File: config.mk
export PLATFORM = sky130hd
export DESIGN_NAME = can_tx_mailbox_arbiter
export DESIGN_NICKNAME = d
export VERILOG_FILES = /design/src/rtl/can_tx_mailbox_arbiter.sv
export SDC_FILE = /design/constraint.sdc
export NUM_CORES = 1
export LEC_CHECK = 0
export CELL_PAD_IN_SITES_DETAIL_PLACEMENT = 0
export CELL_PAD_IN_SITES_GLOBAL_PLACEMENT = 1
export CORE_ASPECT_RATIO = 1.75
export CORE_MARGIN = 2
export CORE_UTILIZATION = 33
export DETAILED_ROUTE_END_ITERATION = 8
export GPL_ROUTABILITY_DRIVEN = 1
export GPL_TIMING_DRIVEN = 0
export PLACE_DENSITY = 0.86
export SETUP_SLACK_MARGIN = 0.1
export SYNTH_ARGS = -nofsm -noshare
export SYNTH_HDL_FRONTEND = slang
export SYNTH_SLANG_ARGS = --single-unit
File: constraint.sdc
create_clock -name clk -period 1.97 [get_ports clk]
set_input_delay 0.394 -clock clk [delete_from_list [all_inputs] [get_ports clk]]
set_output_delay 0.394 -clock clk [all_outputs]
set_load 0.01 [all_outputs]
File: src/rtl/can_tx_mailbox_arbiter.sv
// rtl/can_tx_mailbox_arbiter.sv - priority arbiter sharing one CAN transmit engine among N mailboxes
module can_tx_mailbox_arbiter #(
  parameter int N_MBOX     = 4,
  parameter int ID_W       = 11,
  parameter int DATA_W     = 8,
  parameter int MAX_RETRY  = 3,
  parameter int IFS_CYCLES = 3,
  parameter int TIMEOUT    = 1023
) (
  input  logic                     clk,
  input  logic                     reset_n,
  input  logic [N_MBOX-1:0]        req,
  input  logic [N_MBOX*ID_W-1:0]   id_flat,
  input  logic [N_MBOX*DATA_W-1:0] data_flat,
  output logic                     tx_start,
  output logic [ID_W-1:0]          tx_id,
  output logic [DATA_W-1:0]        tx_data,
  input  logic                     tx_done,
  input  logic                     tx_arb_lost,
  output logic [N_MBOX-1:0]        grant,
  output logic [N_MBOX-1:0]        done,
  output logic [N_MBOX-1:0]        fail,
  output logic                     busy
);

  localparam int OW = $clog2(N_MBOX);
  localparam int RW = $clog2(MAX_RETRY + 1);
  localparam int GW = $clog2(IFS_CYCLES + 1);
  localparam int WW = $clog2(TIMEOUT + 1);

  localparam logic [1:0] S_IDLE = 2'd0;
  localparam logic [1:0] S_LOAD = 2'd1;
  localparam logic [1:0] S_WAIT = 2'd2;
  localparam logic [1:0] S_GAP  = 2'd3;

  localparam logic [RW-1:0]     RETRY_LAST = RW'(MAX_RETRY);
  localparam logic [GW-1:0]     GAP_LAST   = GW'(IFS_CYCLES - 1);
  localparam logic [WW-1:0]     WD_LAST    = WW'(TIMEOUT - 1);
  localparam logic [N_MBOX-1:0] ONE_HOT0   = N_MBOX'(1);

  // Registered state
  logic [1:0]        state_q,      state_d;
  logic [OW-1:0]     owner_q,      owner_d;
  logic [ID_W-1:0]   tx_id_q,      tx_id_d;
  logic [DATA_W-1:0] tx_data_q,    tx_data_d;
  logic              tx_start_q,   tx_start_d;
  logic [N_MBOX-1:0] grant_q,      grant_d;
  logic [N_MBOX-1:0] done_q,       done_d;
  logic [N_MBOX-1:0] fail_q,       fail_d;
  logic [RW-1:0]     retry_q,      retry_d;
  logic [OW-1:0]     last_owner_q, last_owner_d;
  logic              last_valid_q, last_valid_d;
  logic [GW-1:0]     gap_q,        gap_d;
  logic [WW-1:0]     wd_q,         wd_d;

  // Arbitration result
  logic              win_found;
  logic [OW-1:0]     win_idx;
  logic [ID_W-1:0]   win_id;
  logic [RW-1:0]     retry_inc;

  // Lowest ID among requesters wins; strict compare keeps the lowest index on ties
  always_comb begin
    win_found = 1'b0;
    win_idx   = '0;
    win_id    = '0;
    for (int i = 0; i < N_MBOX; i++) begin
      if (req[i] && (!win_found || (id_flat[i*ID_W +: ID_W] < win_id))) begin
        win_found = 1'b1;
        win_idx   = OW'(i);
        win_id    = id_flat[i*ID_W +: ID_W];
      end
    end
  end

  assign retry_inc = retry_q + RW'(1);

  // Next-state logic for the launch / wait / gap sequence
  always_comb begin
    state_d      = state_q;
    owner_d      = owner_q;
    tx_id_d      = tx_id_q;
    tx_data_d    = tx_data_q;
    tx_start_d   = 1'b0;
    grant_d      = grant_q;
    done_d       = '0;
    fail_d       = '0;
    retry_d      = retry_q;
    last_owner_d = last_owner_q;
    last_valid_d = last_valid_q;
    gap_d        = gap_q;
    wd_d         = wd_q;

    case (state_q)
      S_IDLE: begin
        if (win_found) begin
          owner_d = win_idx;
          state_d = S_LOAD;
        end
      end

      S_LOAD: begin
        // Snapshot ID and payload so later host writes cannot disturb the frame
        tx_id_d    = id_flat[int'(owner_q)*ID_W +: ID_W];
        tx_data_d  = data_flat[int'(owner_q)*DATA_W +: DATA_W];
        grant_d    = ONE_HOT0 << owner_q;
        // A different mailbox starts its own retry budget from zero
        if (!last_valid_q || (last_owner_q != owner_q)) begin
          retry_d      = '0;
          last_owner_d = owner_q;
          last_valid_d = 1'b1;
        end
        tx_start_d = 1'b1;
        wd_d       = '0;
        state_d    = S_WAIT;
      end

      S_WAIT: begin
        if (tx_done) begin
          // Success takes precedence over a simultaneous arbitration loss
          done_d  = ONE_HOT0 << owner_q;
          grant_d = '0;
          retry_d = '0;
          gap_d   = '0;
          state_d = S_GAP;
        end else if (tx_arb_lost) begin
          grant_d = '0;
          gap_d   = '0;
          state_d = S_GAP;
          if (retry_inc == RETRY_LAST) begin
            fail_d       = ONE_HOT0 << owner_q;
            retry_d      = '0;
            last_valid_d = 1'b0;
          end else begin
            retry_d = retry_inc;
          end
        end else if (wd_q == WD_LAST) begin
          // Transmitter never answered: give up on this frame
          fail_d       = ONE_HOT0 << owner_q;
          grant_d      = '0;
          retry_d      = '0;
          last_valid_d = 1'b0;
          gap_d        = '0;
          state_d      = S_GAP;
        end else begin
          wd_d = wd_q + WW'(1);
        end
      end

      S_GAP: begin
        // Inter-frame space; requests are only looked at again once back in IDLE
        if (gap_q == GAP_LAST) begin
          gap_d   = '0;
          state_d = S_IDLE;
        end else begin
          gap_d = gap_q + GW'(1);
        end
      end

      default: begin
        state_d = S_IDLE;
      end
    endcase
  end

  // State and output registers; reset clears everything without issuing pulses
  always_ff @(posedge clk or negedge reset_n) begin
    if (!reset_n) begin
      state_q      <= S_IDLE;
      owner_q      <= '0;
      tx_id_q      <= '0;
      tx_data_q    <= '0;
      tx_start_q   <= 1'b0;
      grant_q      <= '0;
      done_q       <= '0;
      fail_q       <= '0;
      retry_q      <= '0;
      last_owner_q <= '0;
      last_valid_q <= 1'b0;
      gap_q        <= '0;
      wd_q         <= '0;
    end else begin
      state_q      <= state_d;
      owner_q      <= owner_d;
      tx_id_q      <= tx_id_d;
      tx_data_q    <= tx_data_d;
      tx_start_q   <= tx_start_d;
      grant_q      <= grant_d;
      done_q       <= done_d;
      fail_q       <= fail_d;
      retry_q      <= retry_d;
      last_owner_q <= last_owner_d;
      last_valid_q <= last_valid_d;
      gap_q        <= gap_d;
      wd_q         <= wd_d;
    end
  end

  assign tx_start = tx_start_q;
  assign tx_id    = tx_id_q;
  assign tx_data  = tx_data_q;
  assign grant    = grant_q;
  assign done     = done_q;
  assign fail     = fail_q;
  assign busy     = (state_q != S_IDLE);

endmodule

* Yosys cells after proc, flatten, opt, wreduce, memory -nomap -nowiden
Index checks and enable logic that the tools add are counted.
** Storage, ports and cells
- Register bits :: 53
- Word-level logic and storage cells :: 110
- Output and inout port bits :: 33
** Cells by class
- Order comparisons :: 3
- $mul :: 1
- Shift-type cells :: 3
- Eq/ne operators :: 16
- Reduce and logical (&&, ||, !) cells :: 23
- Muxes and demuxes :: 48
- $add $sub $neg :: 3
** Operators with widths (count)
- 44-bit by 7-bit variable part select with 11-bit output :: 1
- 4-bit two-way mux :: 10
- 11-bit < comparator :: 3
- 11-bit two-way mux :: 3
- 32-bit by 6-bit variable part select with 8-bit output :: 1
- 10-bit two-way mux :: 3
- 2-bit two-way mux :: 15
- 10-bit one-hot mux with 2 select lines :: 1
- 2-bit inequality test (second input constant) :: 6
- 1-bit two-way mux :: 11
- 10-bit by 1-bit adder with 10-bit output (second input constant) :: 1
- 10-bit == test (second input constant) :: 1
- 2-bit == test (second input constant) :: 4
- 2-bit one-hot mux with 2 select lines :: 2
- 2-bit one-hot mux with 4 select lines :: 1
- 4-bit one-hot mux with 2 select lines :: 1
- 2-bit AND reduction :: 4
- 2-bit by 4-bit multiplier with 6-bit output (second input constant) :: 1
- 3-bit inequality test (second input constant) :: 2
- 3-bit AND reduction :: 2
- 2-bit nonzero test :: 3
- 5-bit AND reduction :: 1
- 2-bit by 1-bit adder with 2-bit output (second input constant) :: 2
- 1-bit logical NOT :: 4
- other kinds (9) :: 14

* Logic depth before layout (Yosys ltp)
Gate-level depths: netlist (run 1).
- Word-level depth :: 15
- Mapped depth :: 27

* Least setup slack after synthesis (run 1)
No wires, ideal clock.
- Kind :: input port to flip-flop
- From :: input req[0]
- To :: register owner_q[0]
- Arrival time :: 5.404 ns
- Cell stages on the path :: 25
- Slack :: -3.500 ns
- Cells stage by stage :: buf_2 > buf_1 > nand2_1 > ha_1 > and3_1 > a221o_1 > nand3_1 > o2111ai_1 > buf_2 > mux2_2 > ha_1 > a211oi_1 > a221oi_2 > or4_4 > clkbuf_1 > o211ai_1 > o21ai_1 > ha_1 > a211oi_1 > o21ai_0 > o2111a_1 > nor3_1 > o21ai_1 > a31oi_1 > o32a_1
** On the way
- Cells in the longest elaborated chain, start to end :: 14
- Elaborated cells between the ends (all ways) :: 23
- Those cells by class :: order compare: 3; mux: 10; reduce/logical: 10
** Ends and longest elaborated chain
- from (decl) :: line 12 : input logic [N_MBOX-1:0] req,
- 11-bit two-way mux or 1-bit two-way mux (tied branches) :: line 68 : if (req[i] && (!win_found || (id_flat[i*ID_W +: ID_W] < win_id))) begin
- 11-bit < comparator or 1-bit logical NOT (tied branches) :: line 68
- 1-bit logical OR :: line 68
- 1-bit logical AND :: line 68
- 11-bit two-way mux or 1-bit two-way mux (tied branches) :: line 68
- 11-bit < comparator or 1-bit logical NOT (tied branches) :: line 68
- 1-bit logical OR :: line 68
- 1-bit logical AND :: line 68
- 11-bit two-way mux or 1-bit two-way mux (tied branches) :: line 68
- 11-bit < comparator or 1-bit logical NOT (tied branches) :: line 68
- 1-bit logical OR :: line 68
- 1-bit logical AND :: line 68
- 1-bit two-way mux :: line 68
- 2-bit AND reduction (no line)
- to (signal assigned) :: line 184 : owner_q <= owner_d;
- to (decl) :: line 43 : logic [OW-1:0] owner_q, owner_d;
Parallel ways exist; a longest one is shown, timed or not.
A chain may end at the register's enable or synchronous reset.

* Worst setup path in the final report (run 1)
- From :: input req[0]
- To :: register owner_q[1]
Same word-level chain as after synthesis.

==> results of run 1 <==
## metal layers
metal	GRT usage [%]	up-vias	part of all wire [%]
met5	0	-	0
met4	9.60	0	4.4
met3	1.98	32	3.3
met2	36.6	97	57
met1	20.3	1779	35
li1	-	1684	-
## per-stage QoR
step	util (%)	area (um^2)	TNS, ns
detailed placement	46.8	5330	-9.08
CTS	50.7	5780	-6.16
global route	52.5	5980	-6.50
global placement	46.7	5320	-62.59
floorplan	-	4000	-5.89
finish	52.5	5980	-6.11
## report_power, final
| group | switching [W] | internal (W) |
|---|---|---|
| Combinational | 0.00166 | 0.00186 |
| Sequential | 0.000194 | 0.00146 |
| Clock | 0.000398 | 0.000506 |
| Total | 0.00225 | 0.00382 |
## cell usage in the layout (no fill, tap or decap), types with 5 or more instances in the layout
cell type         n
inv_1            26
clkbuf_16         5
nand4_1           6
clkdlybuf4s50_1  93
o31ai_1           5
ha_4             12
dfrtp_1          51
nand3_1           6
buf_6             5
o211ai_1         10
mux4_2           19
nand2_4           8
xor2_1            6
dlygate4sd2_1    13
o21ai_0          13
a21oi_1           5
nor3_1            5
mux2_2           27
nand2_1          24
buf_4            27
nor2_1           21
ha_1             22
o21ai_1          15
nand2_2           5
## sequential cells by signal (all words and copies together), names as in the netlist
register	flops
retry_q	2
last_valid_q	1
state_q	2
fail	4
done	4
tx_id	11
owner_q	2
grant	4
tx_start	1
tx_data	8
wd_q	10
last_owner_q	2
gap_q	2
## critical path, delay by kind of cell
family,cells,cell delay (ns)
buffers and inverters,4,0.56
and+or+nand+nor,5,1.13
muxes,1,0.31
adders and majority gates,3,0.74
AOI/OAI and AO/OA,13,2.11
## how the worst min path moves through the flow
stage / start / end / slack [ns]
2_1_floorplan: reset_n / done[0] / 0.1
3_3_place_gp: grant[2] / grant[2] / 0.46
3_5_place_dp: reset_n / wd_q[2] / 0.33
4_1_cts: reset_n / gap_q[1] / 0.01
5_1_grt: reset_n / wd_q[1] / 0.03
6_report: reset_n / wd_q[2] / 0.008
## what timing repair did
item	in CTS	in global routing
hold endpoints to repair	0	0
setup endpoints to repair	37	18
cloned	2	0
resized for setup	72	29
setup buffers	14	14
pin swaps	34	22
## final cells by class
type | count | share of cell area (%)
multi-input cells | 274 | 45.0
repair buffers | 146 | 23.4
flip-flops and latches | 53 | 22.2
well taps | 135 | 2.83
clock buffers | 6 | 2.32
plain buffers | 15 | 2.30
inverters | 26 | 1.63
clock inverters | 2 | 0.230
diodes | 1 | 0.0419
## logic make-up (layout without fill, tap and decap cells)
| logic type | count (synthesis) | in the layout | share of synthesized area (%) |
|---|---|---|---|
| and+or+nand+nor | 96 | 96 | 11.6 |
| AOI/OAI and AO/OA | 83 | 83 | 15.1 |
| DFF | 53 | 53 | 34.8 |
| muxes | 51 | 51 | 20.6 |
| buffers and inverters | 41 | 195 | 4.23 |
| adders and majority gates | 36 | 36 | 11.8 |
| xor gates and xnor gates | 8 | 8 | 1.84 |
| other | 0 | 1 | 0 |
==> Implementation_results.wiki, run 1 <==
{| class="wikitable"
! Metric !! Value
|-
| Source of the worst register-to-register timing path || wd_q[8]
|-
| Top flip-flop cell by instance count after synthesis || dfrtp_1
|-
| Post-placement setup slack || -3.74 ns
|-
| Data arrival, critical path || 5.26 ns
|-
| Setup repair after global routing missed its margin || true
|-
| Worst Hold Margin || 0.00790 ns
|-
| Leak pwr || 2.54 nW
|-
| Final worst setup slack || -3.06 ns
|-
| Detailed-placement wirelength estimate || 9290 um
|-
| Post-synthesis cell type count || 46
|-
| Kind of capture point of the worst setup path || register
|-
| Slack of the worst reg-to-reg path || 0.21 ns
|-
| Min Tclk post-route || 5.03 ns
|-
| IO Count || 117
|-
| Worst Path Required || 2.20 ns
|-
| Post-cts hold buffer count || 0
|-
| Max frequency || 199 MHz
|-
| Proportion of synthesized chip area in sequential cells || 34.8%
|-
| Post-synth top area cell || dfrtp_1
|-
| Average instance area after synthesis || 10.4 um^2
|-
| Net count of the mapped netlist || 488
|-
| Worst path max stage delay || 0.60 ns
|-
| Fraction of final layout cells with drive strength greater than 1 || 31.0%
|-
| Count of warnings emitted by yosys || 0
|-
| Slew at the pin with the worst max-slew slack || 0.517 ns
|-
| Via Count || 3592
|-
| R2r endpoint || wd_q[9]
|-
| WL/cell || 18.2 um
|-
| Antenna violations before repair || 1
|-
| WS Path Type || in2reg
|-
| Number of global-route vias before repair || 3816
|-
| Max Cap Viol || 0
|-
| Number of design-rule violations left by the first detailed-router iteration || 152
|-
| Starting utilization of the core area || 33.5%
|-
| Routability-driven placement congestion ratio || 0.840
|-
| Register area || 1330 um^2
|-
| Root buffer selected by CTS || clkbuf_16
|-
| Number of nets in the layout || 641
|-
| Synth-to-Final Area Change || 56.8%
|-
| Violated checks || setup timing
|-
| Top cell types by occurrence after synthesis || dfrtp_1 (53), nand2_1 (37), ha_1 (36)
|-
| Final number of hold-violating endpoints || 0
|-
| Overall power after layout || 0.00608 W
|-
| Die Footprint || 12500 um^2
|-
| CTS max path bufs || 2
|-
| Share of flip-flops with an asynchronous set or reset after synthesis || 100%
|-
| DRC violation count after routing || 0
|-
| Overall routed net length || 12000 um
|-
| Standard-cell rows || 52
|-
| Area of the core region || 11400 um^2
|-
| Mapped Cells || 368
|-
| Setup Viol. Count Final || 2
|-
| Clk_lat worst skew || 0.29 ns
|-
| Cell with the most instances after synthesis || dfrtp_1
|-
| Overall track demand over capacity in global routing || 19.3%
|-
| Width of the die || 85.3 um
|-
| TritonCTS clock tree || built
|-
| Global route overflow || 0
|-
| Largest voltage drop on the vdd net || 0.883 mV
|-
| Area of the mapped netlist || 3810 um^2
|-
| Non-filler instance count after layout || 658
|-
| CP Launch Type || input port
|-
| Maximum level of the CTS H-tree || 2
|-
| Area used by multi-input combinational logic || 2690 um^2
|-
| Worst-case clock skew || 0.00912 ns
|-
| Count of filler cells inserted in the layout || 1006
|-
| Via density per instance || 5.46
|-
| Type of the worst min-delay path || in2async
|-
| Vert. Die Dim || 146 um
|-
| TritonCTS buffer count || 5
|-
| Critical-path cell with the highest stage delay || or4_4
|-
| Max-slew violations || 0
|-
| Global-route wire length before repair || 19000 um
|-
| Clock sinks || 53
|-
| Status || finished with violations
|-
| Maximum number of pins on one net before global-route repair || 40
|-
| Top fanout value on the critical path || 7
|-
| Number of nets still failing antenna checks after routing || 0
|-
| Quantity of I/O buffers inserted on ports || 115
|-
| Clock edge transition at the registers on the reported setup and hold paths || 0.07 ns
|-
| Synth top area cells || dfrtp_1 (35%), ha_1 (12%), mux4_2 (11%), mux2_2 (9.2%), nand2_1 (3.6%)
|-
| Count of flip-flops with a built-in enable after synthesis || 0
|-
| Critical path destination || owner_q[1]
|-
| Cells after DPL || 619
|-
| Pwr/cell area || 1020 nW/um^2
|-
| Portion of the clock cycle consumed by the worst path in the final layout || 255%
|-
| Synth Register Bits || 53
|-
| Path depth of the worst reg2reg path || 7
|-
| Max-slew headroom at the worst pin || 65.5%
|-
| Dominant cell type by count on the critical path || o21ai_1
|-
| Origin of the worst setup path || req[0]
|-
| Fraction of synthesized cell area taken by the top area cell type || 34.8%
|-
| Length of the first detailed-routing pass in iterations || 5
|}
Note: power is estimated with default switching activity, not from simulation.
==> run 2: changes to the inputs <==
Settings changed: PLACE_DENSITY 0.86 to 0.81.
==> Implementation_results.wiki, run 2 (synthesis results as in run 1) <==
{| class="wikitable"
! Metric !! Value
|-
| Routability-driven placement congestion ratio || 0.854 (+1.7%)
|-
| Pwr/cell area || 1030 nW/um^2 (+1.6%)
|-
| Antenna violations before repair || 1 (unchanged)
|-
| Most common cell after layout, fill and taps aside || clkdlybuf4s50_1
|-
| Number of nets in the layout || 639 (-0.31%)
|-
| Worst Path Required || 2.14 ns (-0.06 ns)
|-
| Status || finished with violations
|-
| Clock sinks || 53 (unchanged)
|-
| Worst-case clock skew || 0.00624 ns (-0.00288 ns)
|-
| Worst path max stage delay || 0.58 ns (-0.02 ns)
|-
| Width of the die || 85.3 um (unchanged)
|-
| Largest voltage drop on the vdd net || 0.773 mV (-12%)
|-
| Setup repair after global routing missed its margin || true
|-
| Die Footprint || 12500 um^2 (unchanged)
|-
| Dominant cell type by count on the critical path || buf_12
|-
| Number of flip-flops in the largest register || 11 (unchanged)
|-
| Overall track demand over capacity in global routing || 19.0% (-0.28 points)
|-
| Root buffer selected by CTS || clkbuf_16
|-
| Min Tclk post-route || 5.02 ns (-0.00377 ns)
|-
| Starting utilization of the core area || 33.5% (unchanged)
|-
| Kind of capture point of the worst setup path || register
|-
| TritonCTS clock tree || built
|-
| Overall routed net length || 11900 um (-0.15%)
|-
| Max-slew headroom at the worst pin || 65.8% (+0.24 points)
|-
| Slew at the pin with the worst max-slew slack || 0.513 ns (-0.00367 ns)
|-
| Setup Viol. Count Final || 2 (unchanged)
|-
| Global route overflow || 0 (unchanged)
|-
| Final worst setup slack || -3.05 ns (+0.00377 ns)
|-
| Final number of hold-violating endpoints || 0 (unchanged)
|-
| Max Cap Viol || 0 (unchanged)
|-
| Number of design-rule violations left by the first detailed-router iteration || 122 (-20%)
|-
| Critical-path cell with the highest stage delay || or4_4
|-
| Quantity of I/O buffers inserted on ports || 115 (unchanged)
|-
| CP Launch Type || input port
|-
| Portion of the clock cycle consumed by the worst path in the final layout || 255% (about the same)
|-
| Maximum level of the CTS H-tree || 2 (unchanged)
|-
| WS Path Type || in2reg
|-
| Clk_lat worst skew || 0.29 ns (about the same)
|-
| Number of global-route vias before repair || 3702 (-3.0%)
|-
| Violated checks || setup timing
|-
| Max-slew violations || 0 (unchanged)
|-
| Detailed-placement wirelength estimate || 9480 um (+2.0%)
|-
| WL/cell || 18.2 um (+0.15%)
|-
| Data arrival, critical path || 5.20 ns (-0.06 ns)
|-
| Commonest non-fill, non-tap cells in the layout || clkdlybuf4s50_1 (93), dfrtp_1 (53), mux2_2 (27)
|-
| Via density per instance || 5.44 (-0.31%)
|-
| CTS max path bufs || 2 (unchanged)
|-
| Clock edge transition at the registers on the reported setup and hold paths || 0.06 ns (about the same)
|-
| Via Count || 3570 (-0.61%)
|-
| IO Count || 117 (unchanged)
|-
| Synth-to-Final Area Change || 58.3%
|-
| Global-route wire length before repair || 18700 um (-1.2%)
|-
| Length of the first detailed-routing pass in iterations || 4 (-1)
|-
| Max frequency || 199 MHz (about the same)
|-
| Area of the core region || 11400 um^2 (unchanged)
|-
| Number of nets still failing antenna checks after routing || 0 (unchanged)
|-
| Maximum number of pins on one net before global-route repair || 42 (+5.0%)
|-
| Standard-cell rows || 52 (unchanged)
|-
| Type of the worst min-delay path || reg2reg
|-
| Leak pwr || 2.54 nW (about the same)
|-
| Fraction of final layout cells with drive strength greater than 1 || 32.5% (+1.5 points)
|-
| DRC violation count after routing || 0 (unchanged)
|-
| Vert. Die Dim || 146 um (unchanged)
|-
| Design Area, Final || 6030 um^2 (+0.94%)
|-
| Total placed instance area || 5330 um^2 (unchanged)
|-
| TritonCTS buffer count || 5 (unchanged)
|-
| Overall power after layout || 0.00624 W (+2.6%)
|-
| Top fanout value on the critical path || 8 (+1)
|}
run 2: changes by cell type in the layout (fill, tap and decap cells not counted), sizes merged:
| cell | previous run | this run |
|---|---|---|
| buf | 41 | 38 |
| clkinv | 2 | 0 |
| bufinv | 0 | 1 |
| clkbuf | 13 | 14 |
| clkdlybuf4s15 | 6 | 7 |
| dlygate4sd2 | 13 | 12 |
| dlygate4sd3 | 0 | 1 |
run 2: worst paths after layout:
kind / start / to / slack (ns) / cells past startpoint
max in group asynchronous: reset_n / tx_data[6] / 0.92 / 3
max: req[0] / owner_q[0] / -3.05 / 26
max reg2reg: wd_q[0] / wd_q[6] / 0.15 / 8
min: grant[0] / grant[0] / 0.49 / 2
min in group asynchronous: reset_n / wd_q[6] / 0.52 / 2
min reg2reg: grant[0] / grant[0] / 0.49 / 2
run 2: metal layers:
layer | track usage, % | part of all wire [%]
met1 | 20.3 | 36
met2 | 36.9 | 58
met3 | 1.75 | 3.0
met4 | 7.62 | 2.8
met5 | 0 | 0
run 2: metrics by stage:
step	utilization (%)	setup TNS (ns)	setup WS (ns)	hold WS, ns	std cells
after floorplan	-	-5.89	-2.94	0.0984	368
after global placement	46.7	-63.43	-3.75	0.464	618
after detailed placement	46.8	-9.81	-3.80	0.305	619
after CTS	51.4	-6.10	-3.06	0.485	643
after global routing	53.0	-6.47	-3.24	0.515	656
final	53.0	-6.08	-3.05	0.485	656
run 2: worst max-delay path: cells and delay by family:
| family | cells | cell delay, ns |
|---|---|---|
| AOI/OAI and AO/OA | 12 | 2.17 |
| and+or+nand+nor | 4 | 0.85 |
| adders and majority gates | 3 | 0.74 |
| buffers and inverters | 6 | 0.72 |
| muxes | 1 | 0.32 |
run 2: cell type report:
type | instances | area [um^2]
Antenna cell | 1 | 2.50
Buffer | 15 | 135
Clock buffer | 7 | 143
Clock inverter | 1 | 30.0
Fill cell | 1013 | 5350
Inverter | 26 | 97.6
Multi-Input combinational cell | 274 | 2750
Sequential cell | 53 | 1330
Tap cell | 135 | 169
Timing Repair Buffer | 144 | 1380
run 2: power by group:
group | switching, W | total (W) | internal (W)
clock network | 0.000379 | 0.00101 | 0.000635
registers | 0.000192 | 0.00165 | 0.00146
logic | 0.00171 | 0.00357 | 0.00186
total | 0.00228 | 0.00624 | 0.00395
run 2: what timing repair did:
action	4_1_cts	5_1_grt
endpoints found under the hold margin	12	0
setup buffers	15	12
setup endpoints to repair	37	24
hold buffers	1	0
pin swaps	33	30
resized for setup	80	31
==> run 3: changes to the inputs <==
Settings changed: TNS_END_PERCENT set to 20.
==> Implementation_results.wiki, run 3 (synthesis results as in run 1) <==
{| class="wikitable"
! Metric !! Value
|-
| CP Launch Type || input port
|-
| Global route overflow || 0 (unchanged)
|-
| Via Count || 3579 (+0.25%)
|-
| Leak pwr || 2.50 nW (-1.4%)
|-
| Min Tclk post-route || 5.03 ns (+0.0101 ns)
|-
| Status || finished with violations
|-
| Worst Hold Margin || -0.00122 ns (-0.486 ns)
|-
| Detailed-placement wirelength estimate || 9470 um (-0.10%)
|-
| Slew at the pin with the worst max-slew slack || 0.542 ns (+0.0287 ns)
|-
| Sequential share of power || 26.6% (+0.2 points)
|-
| Max-slew headroom at the worst pin || 63.9% (-1.9 points)
|-
| Worst Path Required || 2.15 ns (about the same)
|-
| Overall track demand over capacity in global routing || 18.9% (-0.061 points)
|-
| Kind of capture point of the worst setup path || register
|-
| Number of flip-flops in the largest register || 11 (unchanged)
|-
| Clock edge transition at the registers on the reported setup and hold paths || 0.07 ns (about the same)
|-
| Quantity of I/O buffers inserted on ports || 115 (unchanged)
|-
| WL/cell || 18.2 um (-0.20%)
|-
| Portion of the clock cycle consumed by the worst path in the final layout || 255% (+0.51 points)
|-
| Synth-to-Final Area Change || 56.6%
|-
| Final number of hold-violating endpoints || 5 (+5)
|-
| Violated checks || hold timing, setup timing
|-
| Commonest non-fill, non-tap cells in the layout || clkdlybuf4s50_1 (93), dfrtp_1 (51), nand2_1 (28)
|-
| Post-cts hold buffer count || 0 (-1)
|-
| Die Footprint || 12500 um^2 (unchanged)
|-
| Pwr/cell area || 1040 nW/um^2 (+0.93%)
|-
| Non-filler instance count after layout || 652 (-0.61%)
|-
| Number of design-rule violations left by the first detailed-router iteration || 111 (-9.0%)
|-
| Count of filler cells inserted in the layout || 1006 (-0.69%)
|-
| Standard-cell rows || 52 (unchanged)
|-
| Max Cap Viol || 0 (unchanged)
|-
| Path depth of the worst reg2reg path || 4 (-4)
|-
| Setup repair after global routing missed its margin || true
|-
| Logic gate share of total power || 56.9% (-0.4 points)
|-
| Via density per instance || 5.49 (+0.87%)
|-
| Final worst setup slack || -3.06 ns (-0.0101 ns)
|-
| Most common cell after layout, fill and taps aside || clkdlybuf4s50_1
|-
| Overall routed net length || 11800 um (-0.80%)
|-
| Number of nets still failing antenna checks after routing || 0 (unchanged)
|-
| IO Count || 117 (unchanged)
|-
| WS Path Type || in2reg
|-
| Width of the die || 85.3 um (unchanged)
|-
| Register area || 1330 um^2 (+0.19%)
|-
| Switching share of power || 36.5% (-0.062 points)
|-
| Fraction of final layout cells with drive strength greater than 1 || 30.8% (-1.7 points)
|-
| Max frequency || 199 MHz (-0.20%)
|-
| Number of global-route vias before repair || 3789 (+2.4%)
|-
| Type of the worst min-delay path || in2async
|-
| Routability-driven placement congestion ratio || 0.867 (+1.5%)
|-
| Area of the core region || 11400 um^2 (unchanged)
|-
| Source of the worst register-to-register timing path || owner_q[1]
|-
| Number of nets in the layout || 635 (-0.63%)
|-
| Antenna violations before repair || 0 (-1)
|-
| R2r endpoint || tx_data[5]
|-
| Cells after DPL || 619 (unchanged)
|-
| Data arrival, critical path || 5.22 ns (+0.02 ns)
|-
| Clk_lat worst skew || 0.30 ns (about the same)
|-
| TritonCTS buffer count || 5 (unchanged)
|-
| Origin of the worst setup path || req[0]
|-
| CTS max path bufs || 2 (unchanged)
|-
| Global-route wire length before repair || 18600 um (-0.84%)
|-
| Worst-case clock skew || 0.00888 ns (+0.00264 ns)
|-
| Max-slew violations || 0 (unchanged)
|-
| Top fanout value on the critical path || 5 (-3)
|-
| Length of the first detailed-routing pass in iterations || 4 (unchanged)
|-
| Critical path destination || owner_q[0]
|-
| Post-Route Setup TNS || -6.07 ns (+0.00447 ns)
|-
| TritonCTS clock tree || built
|-
| Slack of the worst reg-to-reg path || 0.14 ns (about the same)
|-
| NetSw || 0.00227 W (-0.29%)
|-
| Area used by multi-input combinational logic || 2700 um^2 (-1.9%)
|-
| Vert. Die Dim || 146 um (unchanged)
|-
| Clock share of power || 16.5% (+0.2 points)
|-
| DRC violation count after routing || 0 (unchanged)
|-
| Setup Viol. Count Final || 2 (unchanged)
|-
| Cell-internal power || 0.00395 W (about the same)
|-
| Clock sinks || 53 (unchanged)
|-
| Maximum number of pins on one net before global-route repair || 40 (-4.8%)
|-
| Root buffer selected by CTS || clkbuf_16
|-
| Maximum level of the CTS H-tree || 2 (unchanged)
|-
| Largest voltage drop on the vdd net || 0.862 mV (+11%)
|-
| Starting utilization of the core area || 33.5% (unchanged)
|}
[run 3: area by class of cell]
type	count	area share (%)
inverter	26	1.63
clock buffer	6	2.33
tap	135	2.83
clock inverter	2	0.629
timing repair buffer	140	22.8
antenna	1	0.0419
multi-input combinational	274	45.1
buffer	15	2.30
sequential	53	22.3
[run 3: what timing repair did]
action                     CTS  global route
pin swaps                   27            26
buffers inserted            12            10
setup endpoints to repair   37            17
gates cloned                 2             0
resized for setup           61            39
[run 3: worst max-delay path, cell delays in order]
cell       delay (ns)
buf_12           0.10
buf_12           0.14
nand2_8          0.05
ha_4             0.23
and3_4           0.18
a221o_1          0.36
nand3_2          0.10
o2111ai_4        0.13
buf_6            0.16
mux2_4           0.31
ha_4             0.22
a211o_1          0.30
o211ai_2         0.08
a221oi_2         0.09
or4_4            0.59
buf_8            0.15
o211ai_1         0.16
o21ai_1          0.10
ha_1             0.32
buf_4            0.12
nand4_1          0.15
o31ai_2          0.21
o311a_1          0.18
inv_1            0.05
o32a_1           0.33
[run 3: worst min-delay path by stage]
| stage | startpoint | endpoint | slack (ns) |
|---|---|---|---|
| 2_1_floorplan | reset_n | done[0] | 0.1 |
| 3_3_place_gp | grant[2] | grant[2] | 0.46 |
| 3_5_place_dp | reset_n | wd_q[4] | 0.33 |
| 4_1_cts | reset_n | wd_q[4] | 0.008 |
| 5_1_grt | reset_n | wd_q[4] | 0.02 |
| 6_report | reset_n | wd_q[4] | -0.001 |
[run 3: metal layers]
layer / global-route usage, % / up-vias / wire [um]
met3: 2.20 / 28 / 478
met2: 36.2 / 120 / 6750
met4: 9.05 / 0 / 418
met5: 0 / - / 0
li1: - / 1669 / -
met1: 19.7 / 1762 / 4190
[run 3: through the flow]
step	worst slack [ns]	cell area, um^2	power (W)	util [%]	hold slack [ns]
2_1_floorplan	-2.94	4000	0.00365	-	0.0984
3_3_place_gp	-3.75	5320	0.00488	46.7	0.464
3_5_place_dp	-3.80	5330	0.00497	46.8	0.332
4_1_cts	-3.08	5780	0.00613	50.7	0.00784
5_1_grt	-3.26	5970	0.00665	52.4	0.0242
6_report	-3.06	5970	0.00623	52.5	-0.00122
[run 3: power by group through the flow]
| stage | sequential (W) | clock (W) | combinational (W) |
|---|---|---|---|
| detailed placement | 0.00169 | 0 | 0.00329 |
| global route | 0.00170 | 0.00109 | 0.00385 |
| finish | 0.00166 | 0.00103 | 0.00354 |
| global placement | 0.00166 | 0 | 0.00321 |
| floorplan | 0.00177 | 0 | 0.00189 |
| CTS | 0.00167 | 0.00104 | 0.00342 |
==> variant, RTL diff (settings of run 3) <==
Set the parameter `N_MBOX` to 16 (it was 4).
--- a/src/rtl/can_tx_mailbox_arbiter.sv
+++ b/src/rtl/can_tx_mailbox_arbiter.sv
@@ -1,6 +1,6 @@
 // rtl/can_tx_mailbox_arbiter.sv - priority arbiter sharing one CAN transmit engine among N mailboxes
 module can_tx_mailbox_arbiter #(
-  parameter int N_MBOX     = 4,
+  parameter int N_MBOX     = 16,
   parameter int ID_W       = 11,
   parameter int DATA_W     = 8,
   parameter int MAX_RETRY  = 3,
Ports: changed (6 resized); port bits go from 117 to 393. No check against the original RTL was run, so the function may have changed too.
==> variant against run 3 <==
Critical path type unchanged; maximum frequency shrank 83%; area after synthesis increased to 3.4 times the old value; total power increased to 5.7 times the old value; largest power group unchanged; sequential share of layout area is 12 points lower; worst setup slack lost 25 ns; design area rose to 3.7 times the old value; largest cell class unchanged; the flow finishes with violations (negative setup slack); routed wire length rose to 5.5 times the old value; critical endpoint unchanged; sequential cell count up 40; highest routed layer is now met5.
==> variant: results (changes against run 3) <==
| Metric | Value |
|---|---|
| Mapped Avg Cell Area | 8.79 um2 (-15%) |
| Vias in the first global route | 15400 (+310%) |
| GRT Total Usage | 0.303 (+0.114) |
| CTS buffer count | 9 (+4) |
| RR Endpoint | tx_data[7] |
| Slew @ Worst Pin | 1.07 ns (+0.533 ns) |
| Setup slack after layout | -28.36 ns (-25.30 ns) |
| Hold_ws | 0.0773 ns (+0.0785 ns) |
| Syn_nets | 1932 (+300%) |
| Library cells used by synthesis | 97 (+110%) |
| Flop2flop setup slack | -0.42 ns (-0.56 ns) |
| FF-to-FF Start | owner_q[0] |
| Number of DRC markers in iteration 0 | 576 (+420%) |
| Setup violations, final | 26 (+24) |
| Largest stage delay, worst path | 0.56 ns (-0.03 ns) |
| TNS Setup | -122.31 ns (-116.24 ns) |
| Layout cell share with drive strength beyond 1 | 0.392 (+0.0834) |
| Top cells by count, synth | inv_1, ha_1, nand2_1 |
| I/O Buffers | 387 (+240%) |
| Nets@finish | 2541 (+300%) |
| Post-cts sizing count | 324 (+430%) |
| Gpl congestion | 0.995 (+15%) |
| Compound-gate portion of the synthesized area | 0.190 (+0.0385) |
| P_comb | 0.0308 W (+770%) |
| P_seq | 0.00271 W (+63%) |
| Vias | 14800 (+310%) |
| Peak supply drop | 0.000991 V (+15%) |
| Post-Synth Adder-Cell Area | 0.145 (+0.0271) |
| Fillcell total | 3282 (+230%) |
| Crit-path max FO | 8 (+3) |
| Pre-CTS setup slack | -32.28 ns (-28.48 ns) |
| TritonRoute pass-1 iters | 5 (+1) |
| Leakage | 9.40 nW (+280%) |
| Largest net degree at the start of global routing | 52 (+30%) |
| Initial antenna violation count | 4 (+4) |
| Routed wire length | 64700 um (+450%) |
| First-pass GRT wire length | 92900 um (+400%) |
| Failing checks | negative setup slack |
| Cells on worst reg2reg path | 7 (+3) |
| Clk_lat worst skew | 0.35 ns (+0.05 ns) |
| Worst Skew | 0.0151 ns (+0.00622 ns) |
| Share of the yosys chip area belonging to registers | 0.181 (-0.166) |
| Final std cells w/o fill | 2560 (+290%) |
| Pwr dens | 1580 mW/mm2 (+52%) |
| Outcome | complete, but fails checks |
| Synth Warn # | 0 (unchanged) |
| Clk slew on worst S/H paths | 0.08 ns |
| CTS H-tree depth | 3 (+1) |
| Dpl cells | 2333 (+280%) |
| Post-CTS Setup Bufs | 147 (+135) |
## variant: cell types whose count changed in the layout (fill, tap and decap cells not counted), moves of 33 or more
cell             before  now
nor2_1               20   96
dfrtp_1              51   91
nand2_1              28  111
mux4_2               19   95
clkdlybuf4s50_1      93  364
a21oi_1               3   37
ha_4                 11   56
o21ai_2               4   37
inv_1                26  121
a21oi_2               3   42
buf_4                18  192
ha_1                 22   86
## variant: final cells by class
cell class	count	area, um2	share of cell area
sequential	93	2330	0.104
multi-input combinational	1146	12100	0.540
buffer	69	831	0.0371
clock buffer	9	225	0.0101
tap	485	607	0.0271
clock inverter	7	105	0.00470
timing repair buffer	599	5630	0.252
inverter	151	572	0.0255
antenna	1	2.50	0.000112
## variant: layer usage
layer  part of all wire  track usage  wire (um)  up-vias
met5            0.00066            0         43        -
met4               0.10        0.232       6460        6
met3              0.059       0.0593       3820      261
met2               0.53        0.584      34400      668
met1               0.31        0.273      20100     7166
li1                   -            -          -     6677
